File: src/rtl/serial_receiver.sv
// serial_receiver
// Receive end of the two-wire clock+data byte link. The far-end transmitter
// drives clk_in and data_in asynchronously. Both lines are synchronised into
// clk_sys. The block detects the start condition, shifts in 8 data bits LSB
// first, checks the pad/ACK/STOP trailer slots, and offers each good byte on a
// valid/ready interface.
//
// Ports:
//   clk_sys      in   system clock, rising edge
//   reset        in   synchronous, active-high
//   clk_in       in   serial clock from the link (idles high, asynchronous)
//   data_in      in   serial data from the link (idles high, asynchronous)
//   ready        in   consumer accepts data when valid & ready
//   data[7:0]    out  received byte
//   valid        out  data holds an unconsumed byte
//   busy         out  frame in progress
//   frame_error  out  one-cycle pulse: bad trailer, timeout or restart/stop mid-frame
//   overrun      out  one-cycle pulse: good byte dropped, previous byte still pending
module serial_receiver #(
    parameter int TIMEOUT_CYCLES = 65535,
    parameter int TO_W           = 16
) (
    input  logic       clk_sys,
    input  logic       reset,
    input  logic       clk_in,
    input  logic       data_in,
    input  logic       ready,
    output logic [7:0] data,
    output logic       valid,
    output logic       busy,
    output logic       frame_error,
    output logic       overrun
);

    typedef enum logic [1:0] {
        WAIT_LINE = 2'd0,
        IDLE      = 2'd1,
        RECV      = 2'd2,
        CHECK     = 2'd3
    } state_t;

    localparam logic [TO_W-1:0] TO_LAST = TO_W'(TIMEOUT_CYCLES - 1);
    localparam logic [TO_W-1:0] TO_MAX  = {TO_W{1'b1}};

    // Synchronisers: [0] first flop, [1] synced value, [2] previous synced value.
    // Both lines use identical depth, so the start and stop detectors compare
    // clock and data samples that were taken in the same clk_sys cycle.
    logic [2:0]      csync_q, csync_d;
    logic [2:0]      dsync_q, dsync_d;

    state_t          state_q, state_d;
    logic [3:0]      bit_cnt_q, bit_cnt_d;
    logic [7:0]      shift_q, shift_d;
    logic [TO_W-1:0] to_q, to_d;
    logic            ack_ok_q, ack_ok_d;
    logic            stop_ok_q, stop_ok_d;
    logic [7:0]      data_q, data_d;
    logic            valid_q, valid_d;
    logic            busy_q, busy_d;
    logic            frame_error_q, frame_error_d;
    logic            overrun_q, overrun_d;

    logic            c2_s, c3_s, d2_s, d3_s;
    logic            rise_clk_s, start_cond_s, stop_cond_s;
    logic [TO_W-1:0] to_inc_s;

    assign c2_s = csync_q[1];
    assign c3_s = csync_q[2];
    assign d2_s = dsync_q[1];
    assign d3_s = dsync_q[2];

    assign rise_clk_s   = c2_s & ~c3_s;
    assign start_cond_s = c2_s & d3_s & ~d2_s;   // data falls while clock high
    assign stop_cond_s  = c2_s & d2_s & ~d3_s;   // data rises while clock high

    // Saturating increment, so a stuck line never wraps the counter.
    assign to_inc_s = (to_q == TO_MAX) ? to_q : (to_q + {{(TO_W-1){1'b0}}, 1'b1});

    // Next-state logic for the synchronisers, frame FSM, datapath and outputs.
    always_comb begin
        csync_d       = {csync_q[1:0], clk_in};
        dsync_d       = {dsync_q[1:0], data_in};
        state_d       = state_q;
        bit_cnt_d     = bit_cnt_q;
        shift_d       = shift_q;
        to_d          = to_q;
        ack_ok_d      = ack_ok_q;
        stop_ok_d     = stop_ok_q;
        data_d        = data_q;
        frame_error_d = 1'b0;
        overrun_d     = 1'b0;

        // Consumer handshake; CHECK below may override with a fresh byte.
        if (valid_q && ready) begin
            valid_d = 1'b0;
        end else begin
            valid_d = valid_q;
        end

        case (state_q)
            WAIT_LINE: begin
                // Only arm once the line has been seen idle; a start
                // condition here is ignored.
                if (c2_s && d2_s) begin
                    state_d = IDLE;
                end else begin
                    state_d = WAIT_LINE;
                end
            end
            IDLE: begin
                if (start_cond_s) begin
                    state_d   = RECV;
                    bit_cnt_d = 4'd0;
                    to_d      = {TO_W{1'b0}};
                    shift_d   = 8'd0;
                    ack_ok_d  = 1'b0;
                    stop_ok_d = 1'b0;
                end else begin
                    state_d = IDLE;
                end
            end
            RECV: begin
                if (start_cond_s) begin
                    // Restart: abandon the partial frame and receive afresh.
                    frame_error_d = 1'b1;
                    state_d       = RECV;
                    bit_cnt_d     = 4'd0;
                    to_d          = {TO_W{1'b0}};
                    shift_d       = 8'd0;
                    ack_ok_d      = 1'b0;
                    stop_ok_d     = 1'b0;
                end else if (stop_cond_s) begin
                    frame_error_d = 1'b1;
                    state_d       = IDLE;
                end else if (rise_clk_s) begin
                    to_d      = {TO_W{1'b0}};
                    bit_cnt_d = bit_cnt_q + 4'd1;
                    if (bit_cnt_q < 4'd8) begin
                        shift_d[bit_cnt_q[2:0]] = d2_s;
                    end else if (bit_cnt_q == 4'd9) begin
                        ack_ok_d = ~d2_s;
                    end else if (bit_cnt_q == 4'd10) begin
                        stop_ok_d = ~d2_s;
                        bit_cnt_d = 4'd0;
                        state_d   = CHECK;
                    end else begin
                        // Pad slot: sampled and discarded.
                        shift_d = shift_q;
                    end
                end else begin
                    to_d = to_inc_s;
                    if (to_inc_s == TO_LAST) begin
                        frame_error_d = 1'b1;
                        state_d       = WAIT_LINE;
                    end else begin
                        state_d = RECV;
                    end
                end
            end
            CHECK: begin
                state_d = WAIT_LINE;
                if (!(ack_ok_q && stop_ok_q)) begin
                    frame_error_d = 1'b1;
                end else if (!valid_q || ready) begin
                    data_d  = shift_q;
                    valid_d = 1'b1;
                end else begin
                    overrun_d = 1'b1;
                end
            end
            default: begin
                state_d = WAIT_LINE;
            end
        endcase

        busy_d = (state_d == RECV);
    end

    // State and output registers with synchronous reset.
    always_ff @(posedge clk_sys) begin
        if (reset) begin
            csync_q       <= 3'b111;
            dsync_q       <= 3'b111;
            state_q       <= WAIT_LINE;
            bit_cnt_q     <= 4'd0;
            shift_q       <= 8'd0;
            to_q          <= {TO_W{1'b0}};
            ack_ok_q      <= 1'b0;
            stop_ok_q     <= 1'b0;
            data_q        <= 8'd0;
            valid_q       <= 1'b0;
            busy_q        <= 1'b0;
            frame_error_q <= 1'b0;
            overrun_q     <= 1'b0;
        end else begin
            csync_q       <= csync_d;
            dsync_q       <= dsync_d;
            state_q       <= state_d;
            bit_cnt_q     <= bit_cnt_d;
            shift_q       <= shift_d;
            to_q          <= to_d;
            ack_ok_q      <= ack_ok_d;
            stop_ok_q     <= stop_ok_d;
            data_q        <= data_d;
            valid_q       <= valid_d;
            busy_q        <= busy_d;
            frame_error_q <= frame_error_d;
            overrun_q     <= overrun_d;
        end
    end

    assign data        = data_q;
    assign valid       = valid_q;
    assign busy        = busy_q;
    assign frame_error = frame_error_q;
    assign overrun     = overrun_q;

endmodule

File: config.mk
export PLATFORM = sky130hd
export DESIGN_NAME = serial_receiver
export DESIGN_NICKNAME = d
export VERILOG_FILES = /design/src/rtl/serial_receiver.sv
export SDC_FILE = /design/constraint.sdc
export NUM_CORES = 1
export LEC_CHECK = 0
export CAP_MARGIN = 20
export CORE_UTILIZATION = 50
export CTS_CLUSTER_DIAMETER = 100
export CTS_CLUSTER_SIZE = 25
export DETAILED_ROUTE_END_ITERATION = 8
export HOLD_SLACK_MARGIN = 0.05
export PLACE_DENSITY = 0.72
export SYNTH_ARGS = -nofsm -noshare
export SYNTH_HDL_FRONTEND = slang
export SYNTH_SLANG_ARGS = --single-unit
File: constraint.sdc
create_clock -name clk_sys -period 2.6 [get_ports clk_sys]
set_clock_uncertainty 0.05 [all_clocks]
set_input_delay 0.26 -clock clk_sys [delete_from_list [all_inputs] [get_ports clk_sys]]
set_output_delay 0.26 -clock clk_sys [all_outputs]
set_load 0.05 [all_outputs]
==> qor.yml <==
status:
  outcome: "finished, final reports clean"
floorplan:
  die_y_microns: 74.0
  die_w_microns: 74.0
  io_pins: 17
  start_util_pct: 53.4
  num_rows: 25
  core_area_sq_um: 4850
  die-area_sq_um: 5470
routing:
  post_drt_wl_per_cell_microns: 14.7
  dr_wl_met3_microns: 324
  final_antenna_net_count: 0
  wl_met1_microns: 2850
  drtIter0Drc: 209
  routed.top_layer: "met4"
  met2_length_microns: 2680
  drcViolationCount: 0
  via_count: 2402
  wirelength_microns: 5950
  viasPerCell: 5.95
  drt_first_pass_iters: 4
logic_synthesis:
  synth-seq-area-share_pct: 38.7
  syn-cell-area_sq_um: 2590
  synth_top_cell_area_share_pct: 38.7
  synth_area_leader_cell: "dfxtp_1"
  synth-edff-count: 0
  synthTopCellsByArea: "dfxtp_1 (39%), a21oi_1 (4.6%), nor2_1 (4.6%)"
  yosys_warnings: 0
  synth-seq-cells: 50
  synthArstFlopShare_pct: 0
  synth_ff_type: "dfxtp_1"
  synth_cell_types: 52
  syn_nets: 327
  avgSynthCellArea_sq_um: 8.14
  syn_inst: 318
sta:
  tightest_slew_ps: 615
  final_hold_viol_count: 0
  slew_headroom_pct: 58.5
  drv_slew: 0
  min_period_ps: 2450
  setup_viol_count_final: 0
  timing.setup.tns_ps: 0
  max_freq_mhz: 409
  rsz0062_at_grt: "false"
  min_period_over_period_pct: 94.0
place:
  gp_congestion: 0.910
  numPortBuffers: 16
  dpl-instance-area_sq_um: 2880
  dp_hpwl_microns: 4100
worst_hold_path:
  holdCritStartpoint: "csync_q[0]"
  min-delay-path-class: "reg -> reg"
  holdPathEnd: "csync_q[1]"
  hold_depth: 1
setup_path:
  required_ps: 2760
  path_class: "reg -> reg"
  cpMaxStageDelayCell: "or4_1"
  path_cells: "nand4_4, or4_1, o21a_1, o211a_1, o2111a_1, o2111a_1"
  start_kind: "flop"
  rr_endpoint: "frame_error"
  crit_path_end_kind: "flop"
  crit_top_cell: "o2111a_1"
  r2r_slack_ps: 150
  critPathMaxFanout: 7
  cp.arrival_ps: 2600
  worst-r2r-cell-count: 6
  rr_startpoint: "to_q[5]"
  cp_slowest_stage_delay_ps: 660
power:
  p_per_area_nw_per_um2: 440
  ir_worst_vdd_v: 0.000310
  p_leak_nw: 1.08
final_layout:
  final_nets: 345
  fillers: 445
  drive_gt1_share_pct: 10.4
  antennaDiodeCount: 0
  utilization_pct: 61.2
  fin_area_sq_um: 2970
  syn_to_final_growth_pct: 14.5
global_route:
  grt_pass1_vias: 2206
  antenna_found_initial: 0
  grt_max_degree: 38
  overflow: 0
  grt_pass1_wl_microns: 9980
  track_usage_pct: 23.5
clock_tree:
  clk_latency_ps: 310
  max-clock-path-buffers: 2
  clockRootBuffer: "clkbuf_8"
  cts-hold-fix-buffers: 0
  h-tree-depth: 2
  cts_tree: "yes"
  cts_buffers: 5
  clk_pin_slew_ps: 90
  cts.sinks: 50
  postCtsResizedCells: 0
  post-cts-setup-buffers: 0
job:
  cap_violations: 0
## metrics by stage
stage | power, mW | hold WS (ps) | setup slack, ps | cells
after floorplan | 0.845 | 314 | 139 | 318
after CTS | 1.32 | 373 | 163 | 404
after global routing | 1.36 | 385 | 34.3 | 404
after detailed placement | 0.869 | 348 | 171 | 396
after global placement | 0.869 | 343 | 236 | 396
final | 1.30 | 369 | 155 | 404
## state kept, by name (all words and copies together), names as in the netlist
register,flops
busy,1
ack_ok_q,1
stop_ok_q,1
csync_q,3
frame_error,1
state_q,2
dsync_q,3
bit_cnt_q,4
to_q,16
data,8
overrun,1
shift_q,8
valid,1
## cell families (layout without fill, tap and decap cells)
kind of cell               count (synthesis)  count (layout)  synth area share (%)
and+or+nand+nor                          124             124                  24.3
xor gates and xnor gates                   8               8                  2.71
muxes                                     10              10                  3.87
buffers and inverters                     32              51                  4.83
AOI/OAI and AO/OA                         89              89                  23.3
adders and majority gates                  5               5                  2.32
DFF                                       50              50                  38.7
## worst max path at each step
| stage | startpoint | to | slack (ps) | cells past startpoint |
|---|---|---|---|---|
| 6_report | to_q[5] | frame_error | 150 | 6 |
| 5_1_grt | to_q[5] | frame_error | 30 | 6 |
| 4_1_cts | to_q[5] | frame_error | 160 | 6 |
| 3_5_place_dp | to_q[5] | frame_error | 170 | 6 |
| 3_3_place_gp | to_q[5] | frame_error | 240 | 6 |
| 2_1_floorplan | to_q[0] | frame_error | 140 | 8 |
## layer usage
layer | global-route usage (%) | vias to the layer above
li1 | - | 1196
met1 | 31.8 | 1129
met2 | 37.1 | 67
met3 | 5.56 | 10
met4 | 7.91 | 0
met5 | 0 | -
## cells in the final DEF, fill, tap and decap left out, types with 3 or more instances in the layout
cell / n
o2111a_1: 4
clkdlybuf4s50_1: 16
nand3_1: 10
nor2_1: 32
o21ai_0: 20
and3_1: 5
xor2_1: 5
a31oi_1: 7
a21oi_1: 24
nor3_1: 8
nand2_1: 28
nand2b_1: 4
nor2b_1: 7
xnor2_1: 3
nand4_1: 8
o31ai_1: 4
clkbuf_8: 5
a311oi_1: 7
mux2i_1: 10
or2_2: 8
ha_1: 4
inv_1: 8
buf_4: 17
dfxtp_1: 50
## worst max-delay path, delay by kind of cell, from the launching register on
family | cells | cell delay, ps
AO/OA/AOI/OAI | 4 | 980
AND/OR/NAND/NOR | 2 | 840
flip-flops | 1 | 480
## synth_stat cells (3+ instances only)
library cell  count
nand4_1           8
nand2_1          28
dfxtp_1          50
and3_1            5
xnor2_1           3
a21oi_1          24
nor2b_1           7
ha_1              4
nand3_1          10
inv_1             8
a311oi_1          7
clkbuf_1         18
mux2i_1          10
o31ai_1           4
o2111a_1          4
o21ai_0          20
a31oi_1           7
nor3_1            8
xor2_1            5
or2_2             8
nand2b_1          4
nor2_1           32
## cell type report
| class | count | area, sq um | share of cell area (%) |
|---|---|---|---|
| Clock buffer | 6 | 72.6 | 2.45 |
| Inverter | 10 | 37.5 | 1.27 |
| Tap cell | 67 | 83.8 | 2.83 |
| Clock inverter | 2 | 13.8 | 0.464 |
| Multi-Input combinational cell | 236 | 1470 | 49.5 |
| Sequential cell | 50 | 1000 | 33.8 |
| Timing Repair Buffer | 33 | 288 | 9.70 |
## power by group
group          leakage, nW  switching [mW]  internal [mW]
registers            0.404         0.00891          0.772
clock network       0.0452           0.261          0.190
logic                0.628          0.0443         0.0281
Power figures use the tool's default switching activity.
